**src/rtl/alu_share_arbiter_if.sv**
```systemverilog
// Bundle of requester handshakes, shared response and ALU drive/return lines.
// slave = arbiter side, master = requesters plus the shared ALU.
interface alu_share_arbiter_if #(
  parameter int WIDTH = 32
);
  logic             req0_valid;
  logic             req0_ready;
  logic [3:0]       req0_sel;
  logic [WIDTH-1:0] req0_a;
  logic [WIDTH-1:0] req0_b;
  logic             rsp0_valid;
  logic             rsp0_ready;

  logic             req1_valid;
  logic             req1_ready;
  logic [3:0]       req1_sel;
  logic [WIDTH-1:0] req1_a;
  logic [WIDTH-1:0] req1_b;
  logic             rsp1_valid;
  logic             rsp1_ready;

  logic [WIDTH-1:0] rsp_result;
  logic             rsp_zero;

  logic [3:0]       alu_sel;
  logic [WIDTH-1:0] alu_a;
  logic [WIDTH-1:0] alu_b;
  logic [WIDTH-1:0] alu_result;

  modport slave (
    input  req0_valid, req0_sel, req0_a, req0_b, rsp0_ready,
    input  req1_valid, req1_sel, req1_a, req1_b, rsp1_ready,
    input  alu_result,
    output req0_ready, rsp0_valid, req1_ready, rsp1_valid,
    output rsp_result, rsp_zero, alu_sel, alu_a, alu_b
  );

  modport master (
    output req0_valid, req0_sel, req0_a, req0_b, rsp0_ready,
    output req1_valid, req1_sel, req1_a, req1_b, rsp1_ready,
    output alu_result,
    input  req0_ready, rsp0_valid, req1_ready, rsp1_valid,
    input  rsp_result, rsp_zero, alu_sel, alu_a, alu_b
  );
endinterface

```
**src/rtl/alu_share_arbiter.sv**
```systemverilog
// Two-requester arbiter for one shared combinational ALU: IDLE -> EXEC -> RESP.
// Define ALU_ARB_RR_EN for round-robin contention; default is fixed priority (req0 wins).
module alu_share_arbiter #(
  parameter int         WIDTH    = 32,
  parameter logic [3:0] IDLE_SEL = 4'b0010
) (
  input logic               clk,
  input logic               rst,
  alu_share_arbiter_if.slave bus
);

`ifdef ALU_ARB_RR_EN
  localparam logic RR_MODE = 1'b1;
`else
  localparam logic RR_MODE = 1'b0;
`endif

  typedef enum logic [1:0] {
    IDLE = 2'd0,
    EXEC = 2'd1,
    RESP = 2'd2
  } state_t;

  state_t           state_r;
  logic             owner_r;
  logic             last_grant_r;
  logic [3:0]       op_sel_r;
  logic [WIDTH-1:0] op_a_r;
  logic [WIDTH-1:0] op_b_r;
  logic [WIDTH-1:0] rsp_result_r;
  logic             rsp_zero_r;
  logic             rsp0_valid_r;
  logic             rsp1_valid_r;
  logic [3:0]       alu_sel_r;
  logic [WIDTH-1:0] alu_a_r;
  logic [WIDTH-1:0] alu_b_r;

  logic             grant_valid_s;
  logic             grant_s;
  logic [3:0]       win_sel_s;
  logic [WIDTH-1:0] win_a_s;
  logic [WIDTH-1:0] win_b_s;
  logic             owner_ack_s;

  function automatic logic is_zero(input logic [WIDTH-1:0] v);
    return (v == {WIDTH{1'b0}});
  endfunction

  // Arbitration: in fixed mode RR_MODE masks last_grant so req0 always wins contention.
  always_comb begin
    grant_valid_s = 1'b0;
    grant_s       = 1'b0;
    if (state_r == IDLE) begin
      if (bus.req0_valid && bus.req1_valid) begin
        grant_valid_s = 1'b1;
        grant_s       = RR_MODE & ~last_grant_r;
      end else if (bus.req0_valid) begin
        grant_valid_s = 1'b1;
        grant_s       = 1'b0;
      end else if (bus.req1_valid) begin
        grant_valid_s = 1'b1;
        grant_s       = 1'b1;
      end else begin
        grant_valid_s = 1'b0;
        grant_s       = 1'b0;
      end
    end else begin
      grant_valid_s = 1'b0;
      grant_s       = 1'b0;
    end
  end

  // Winner payload mux and owner-side response acknowledge.
  always_comb begin
    win_sel_s   = bus.req0_sel;
    win_a_s     = bus.req0_a;
    win_b_s     = bus.req0_b;
    owner_ack_s = bus.rsp0_ready;
    if (grant_s) begin
      win_sel_s = bus.req1_sel;
      win_a_s   = bus.req1_a;
      win_b_s   = bus.req1_b;
    end else begin
      win_sel_s = bus.req0_sel;
      win_a_s   = bus.req0_a;
      win_b_s   = bus.req0_b;
    end
    if (owner_r) begin
      owner_ack_s = bus.rsp1_ready;
    end else begin
      owner_ack_s = bus.rsp0_ready;
    end
  end

  // Main FSM with registered ALU drive and response outputs.
  always_ff @(posedge clk) begin
    if (rst) begin
      state_r      <= IDLE;
      owner_r      <= 1'b0;
      last_grant_r <= 1'b1;
      op_sel_r     <= 4'b0000;
      op_a_r       <= {WIDTH{1'b0}};
      op_b_r       <= {WIDTH{1'b0}};
      rsp_result_r <= {WIDTH{1'b0}};
      rsp_zero_r   <= 1'b0;
      rsp0_valid_r <= 1'b0;
      rsp1_valid_r <= 1'b0;
      alu_sel_r    <= IDLE_SEL;
      alu_a_r      <= {WIDTH{1'b0}};
      alu_b_r      <= {WIDTH{1'b0}};
    end else begin
      case (state_r)
        IDLE: begin
          if (grant_valid_s) begin
            owner_r      <= grant_s;
            last_grant_r <= grant_s;
            op_sel_r     <= win_sel_s;
            op_a_r       <= win_a_s;
            op_b_r       <= win_b_s;
            alu_sel_r    <= win_sel_s;
            alu_a_r      <= win_a_s;
            alu_b_r      <= win_b_s;
            state_r      <= EXEC;
          end else begin
            state_r <= IDLE;
          end
        end
        EXEC: begin
          rsp_result_r <= bus.alu_result;
          rsp_zero_r   <= is_zero(bus.alu_result);
          rsp0_valid_r <= ~owner_r;
          rsp1_valid_r <= owner_r;
          alu_sel_r    <= IDLE_SEL;
          alu_a_r      <= {WIDTH{1'b0}};
          alu_b_r      <= {WIDTH{1'b0}};
          state_r      <= RESP;
        end
        RESP: begin
          if (owner_ack_s) begin
            rsp0_valid_r <= 1'b0;
            rsp1_valid_r <= 1'b0;
            state_r      <= IDLE;
          end else begin
            state_r <= RESP;
          end
        end
        default: begin
          rsp0_valid_r <= 1'b0;
          rsp1_valid_r <= 1'b0;
          alu_sel_r    <= IDLE_SEL;
          alu_a_r      <= {WIDTH{1'b0}};
          alu_b_r      <= {WIDTH{1'b0}};
          state_r      <= IDLE;
        end
      endcase
    end
  end

  assign bus.req0_ready = grant_valid_s & ~grant_s;
  assign bus.req1_ready = grant_valid_s & grant_s;
  assign bus.rsp0_valid = rsp0_valid_r;
  assign bus.rsp1_valid = rsp1_valid_r;
  assign bus.rsp_result = rsp_result_r;
  assign bus.rsp_zero   = rsp_zero_r;
  assign bus.alu_sel    = alu_sel_r;
  assign bus.alu_a      = alu_a_r;
  assign bus.alu_b      = alu_b_r;

endmodule

```
**src/flat_wrapper.sv**
```systemverilog
// flat-port wrapper written by rule: the top's interface ports become plain ports
module alu_share_arbiter_flat 
#(
  parameter int         WIDTH    = 32,
  parameter logic [3:0] IDLE_SEL = 4'b0010
)
  (clk, rst, bus_req0_valid, bus_req0_sel, bus_req0_a, bus_req0_b, bus_rsp0_ready, bus_req1_valid, bus_req1_sel, bus_req1_a, bus_req1_b, bus_rsp1_ready, bus_alu_result, bus_req0_ready, bus_rsp0_valid, bus_req1_ready, bus_rsp1_valid, bus_rsp_result, bus_rsp_zero, bus_alu_sel, bus_alu_a, bus_alu_b);
  alu_share_arbiter_if #(.WIDTH(WIDTH)) bus_i ();
  input logic clk;
  input logic rst;
  input wire logic [$bits(bus_i.req0_valid)-1:0] bus_req0_valid;
  input wire logic [$bits(bus_i.req0_sel)-1:0] bus_req0_sel;
  input wire logic [$bits(bus_i.req0_a)-1:0] bus_req0_a;
  input wire logic [$bits(bus_i.req0_b)-1:0] bus_req0_b;
  input wire logic [$bits(bus_i.rsp0_ready)-1:0] bus_rsp0_ready;
  input wire logic [$bits(bus_i.req1_valid)-1:0] bus_req1_valid;
  input wire logic [$bits(bus_i.req1_sel)-1:0] bus_req1_sel;
  input wire logic [$bits(bus_i.req1_a)-1:0] bus_req1_a;
  input wire logic [$bits(bus_i.req1_b)-1:0] bus_req1_b;
  input wire logic [$bits(bus_i.rsp1_ready)-1:0] bus_rsp1_ready;
  input wire logic [$bits(bus_i.alu_result)-1:0] bus_alu_result;
  output wire logic [$bits(bus_i.req0_ready)-1:0] bus_req0_ready;
  output wire logic [$bits(bus_i.rsp0_valid)-1:0] bus_rsp0_valid;
  output wire logic [$bits(bus_i.req1_ready)-1:0] bus_req1_ready;
  output wire logic [$bits(bus_i.rsp1_valid)-1:0] bus_rsp1_valid;
  output wire logic [$bits(bus_i.rsp_result)-1:0] bus_rsp_result;
  output wire logic [$bits(bus_i.rsp_zero)-1:0] bus_rsp_zero;
  output wire logic [$bits(bus_i.alu_sel)-1:0] bus_alu_sel;
  output wire logic [$bits(bus_i.alu_a)-1:0] bus_alu_a;
  output wire logic [$bits(bus_i.alu_b)-1:0] bus_alu_b;
  assign bus_i.req0_valid = bus_req0_valid;
  assign bus_i.req0_sel = bus_req0_sel;
  assign bus_i.req0_a = bus_req0_a;
  assign bus_i.req0_b = bus_req0_b;
  assign bus_i.rsp0_ready = bus_rsp0_ready;
  assign bus_i.req1_valid = bus_req1_valid;
  assign bus_i.req1_sel = bus_req1_sel;
  assign bus_i.req1_a = bus_req1_a;
  assign bus_i.req1_b = bus_req1_b;
  assign bus_i.rsp1_ready = bus_rsp1_ready;
  assign bus_i.alu_result = bus_alu_result;
  assign bus_req0_ready = bus_i.req0_ready;
  assign bus_rsp0_valid = bus_i.rsp0_valid;
  assign bus_req1_ready = bus_i.req1_ready;
  assign bus_rsp1_valid = bus_i.rsp1_valid;
  assign bus_rsp_result = bus_i.rsp_result;
  assign bus_rsp_zero = bus_i.rsp_zero;
  assign bus_alu_sel = bus_i.alu_sel;
  assign bus_alu_a = bus_i.alu_a;
  assign bus_alu_b = bus_i.alu_b;
  alu_share_arbiter #(.WIDTH(WIDTH), .IDLE_SEL(IDLE_SEL)) u_core (.clk(clk), .rst(rst), .bus(bus_i));
endmodule
```
**config.mk**
```make
export PLATFORM = sky130hd
export DESIGN_NAME = alu_share_arbiter_flat
export DESIGN_NICKNAME = d
export VERILOG_FILES = /design/src/rtl/alu_share_arbiter_if.sv /design/src/rtl/alu_share_arbiter.sv /design/src/flat_wrapper.sv
export SDC_FILE = /design/constraint.sdc
export NUM_CORES = 1
export LEC_CHECK = 0
export BUFFER_PORTS_ARGS = -buffer_cell sky130_fd_sc_hd__clkbuf_2
export CORE_MARGIN = 3
export CORE_UTILIZATION = 30
export DETAILED_ROUTE_END_ITERATION = 10
export HOLD_SLACK_MARGIN = 0.03
export PLACE_DENSITY = 0.66
export SLEW_MARGIN = 5
export SYNTH_ARGS = -nofsm -noshare
export SYNTH_HDL_FRONTEND = slang
export SYNTH_SLANG_ARGS = --single-unit
```
**constraint.sdc**
```tcl
create_clock -name clk -period 1.6 [get_ports clk]
set_input_delay 0 -clock clk [delete_from_list [all_inputs] [get_ports clk]]
set_output_delay 0 -clock clk [all_outputs]
set_load 0.005 [all_outputs]
```
==> results.ini <==
[status]
outcome=finished, final reports clean

[yosys]
yosysMostFrequentCell=dfxtp_1
syn_area_sq_um=4900
synthFlopType=dfxtp_1
synth_edf_count=0
yosys.area.top_type=dfxtp_1
synth_top_cell_area_share=0.433
synth.distinct_cells=31
synth_nets=756
postSynthAreaPerCell_sq_um=8.41
synth_top_cells_by_count=dfxtp_1 (106), a21oi_1 (103), nand3_1 (70)
ys_seq_area_frac=0.433
synth_area_leaders=dfxtp_1 (43%), nor4bb_1 (13%), a21oi_1 (11%)
synthCells=582
ys_async_sr_fraction=0
ys_ff_latch=106
ys_warn_count=0

[placement]
post-place-ws_ns=0.138
portBuffers=278
gp_congestion=0.772
dp_hpwl_um=12200
dp.cells=1025

[flow_run]
max_cap_violations=0

[final_layout]
final_cell_count_no_fill=1147
syn_to_final_growth_pct=62.1
fillers=1507
seq_area_sq_um=2130
drive_above_1_share=0.350
multi_input_area_sq_um=2430
antenna_cells=0
layout.nets=1100

[grt]
grtUsageTotal=0.206
grt_overflow=0
top_usage_layer=met2
grt_pass1_vias=5978
grt_max_degree=54
use_met1=0.238
met3_usage=0.0498
grt_pass1_wl_um=29800
antenna_found_initial=0
grt_use_met2=0.351

[detailed_routing]
drt_wl_total_um=19500
drc_errors=0
firstDrtPassIters=5
num_vias=6031
wire_per_inst_um=17.0
drt_iter0_markers=377
viasPerCell=5.26
ant_nets=0

[clock_network]
cts_sinks=106
cts_buffer_depth=2
clkTransAtPathRegs_ns=0.07
cts_tree=yes
cts_inserted_buffers=9
clk_latency_ns=0.35
clock-root-buffer=clkbuf_16
h-tree-depth=3

[critical_path]
crit_type=flop to flop
max_stage_delay_ns=0.43
path_cells=nor4b_4, buf_4, clkbuf_16, o22ai_1, a21oi_1
worstPathArrival_ns=1.80
cp_max_fo=18
cp.buffers_inverters=2
start_kind=flop
crit_family=simple AND/OR/NAND/NOR gates
cpMaxStageDelayCell=nor4b_4
cp.required_ns=1.87
endpoint_kind=flop

[pwr]
swShare=0.288
p_leak_nw=3.44
power_frac_seq=0.420
comb_power_share=0.249
pwr-share-clk=0.330
vdd_ir_drop_max_v=0.000490
p_int_mw=5.03
p_per_area_nw_per_um2=890
power.switching_mw=2.03

[timing]
tightest_slew_ns=0.519
fmax_mhz=655
setup_viol=0
fin_skew_ns=0.0118
rsz0062_at_grt=false
worst_slack_ns=0.0727
tns_ns=0
min_period_ns=1.53
hold_viol_final=0
final_max_slew_viol_count=0
max_slew_margin=0.651
fin_crit_sh=0.955

[floorplanning]
die_width_um=134
row_count=46
core_region_area_sq_um=15900
initial_core_util=0.307
die-area_sq_um=17900
ios=279
die_h_um=134

[hold_path]
hold_path_class=input port to flop

-- metrics by stage --
step / cell area [sq um] / util / total power [mW] / hold WS (ns)
finish: 7940 / 0.498 / 7.07 / 0.0665
global route: 7940 / 0.498 / 7.41 / 0.0758
CTS: 7880 / 0.494 / 7.10 / 0.0383
detailed placement: 6540 / 0.410 / 4.55 / 0.247
global placement: 6540 / 0.410 / 4.54 / 0.241
floorplan: 4900 / - / 3.83 / 0.136
-- worst min-delay path, cell delays in order --
cell and delay [ns]:
clkbuf_2 0.08, mux2i_1 0.11, nand3_1 0.12, a21oi_1 0.07
-- sequential cells by signal, indices dropped and copies added (netlist names) --
| register | cells |
|---|---|
| u_core.bus.alu_a | 32 |
| u_core.bus.rsp0_valid | 1 |
| u_core.bus.alu_sel | 4 |
| u_core.bus.rsp_result | 32 |
| u_core.state_r | 2 |
| u_core.owner_r | 1 |
| u_core.bus.rsp1_valid | 1 |
| u_core.bus.rsp_zero | 1 |
| u_core.bus.alu_b | 32 |
-- final cells by class --
class	instances	share of cell area
timing repair buffer	406	0.352
clock buffer	11	0.0318
multi-input combinational	401	0.306
inverter	2	0.000946
tap	216	0.0340
clock inverter	5	0.00757
sequential	106	0.268
-- final timing paths --
path	start	end	slack, ns	cells after the start
setup reg to reg	u_core.state_r[1]$_SDFF_PP0_	u_core.bus.alu_a[27]$_SDFFE_PP0P_	0.07	5
setup / recovery	u_core.state_r[1]$_SDFF_PP0_	u_core.bus.alu_a[27]$_SDFFE_PP0P_	0.07	5
hold reg to reg	u_core.bus.rsp_result[17]$_SDFFE_PP0N_	u_core.bus.rsp_result[17]$_SDFFE_PP0N_	0.46	2
hold / removal	bus_rsp1_ready	u_core.state_r[1]$_SDFF_PP0_	0.07	4
-- kinds of logic after synthesis --
| family | count (synthesis) | share of synthesized area |
|---|---|---|
| buffers and inverters | 75 | 0.0741 |
| AOI/OAI and AO/OA | 177 | 0.202 |
| DFF | 106 | 0.433 |
| and+or+nand+nor | 223 | 0.288 |
| muxes | 1 | 0.00204 |
-- metal layers --
| layer | up-vias | wire (um) |
|---|---|---|
| met5 | - | 0 |
| met4 | 0 | 787 |
| met3 | 72 | 1460 |
| met2 | 337 | 9450 |
| met1 | 2757 | 7780 |
| li1 | 2865 | - |
-- placed cells by master, fill, tap and decap left out, drive strengths merged, types with 2 or more instances in the layout --
cell / instances
clkbuf: 289
dfxtp: 106
a21oi: 103
dlygate4sd3: 103
nand3: 70
nand2: 66
nor4bb: 66
o22ai: 66
buf: 25
nor4: 8
inv: 3
nand3b: 2
nand2b: 2
nor2: 2
nor3: 2
o211ai: 2
clkinv: 2
-- what timing repair did --
action	CTS	global route
pin swaps	1	1
resized for setup	0	1
hold buffers	103	0
setup buffers	0	2
setup endpoints to repair	1	1
endpoints found under the hold margin	102	0
cloned	0	1
-- power groups by stage --
| stage | registers [mW] | clock network (mW) | logic (mW) |
|---|---|---|---|
| 3_3_place_gp | 3.02 | 0 | 1.51 |
| 6_report | 2.97 | 2.33 | 1.76 |
| 2_1_floorplan | 3.03 | 0 | 0.800 |
| 4_1_cts | 2.97 | 2.41 | 1.72 |
| 3_5_place_dp | 3.03 | 0 | 1.52 |
| 5_1_grt | 3.00 | 2.51 | 1.90 |
(Power assumes the default switching activity.)
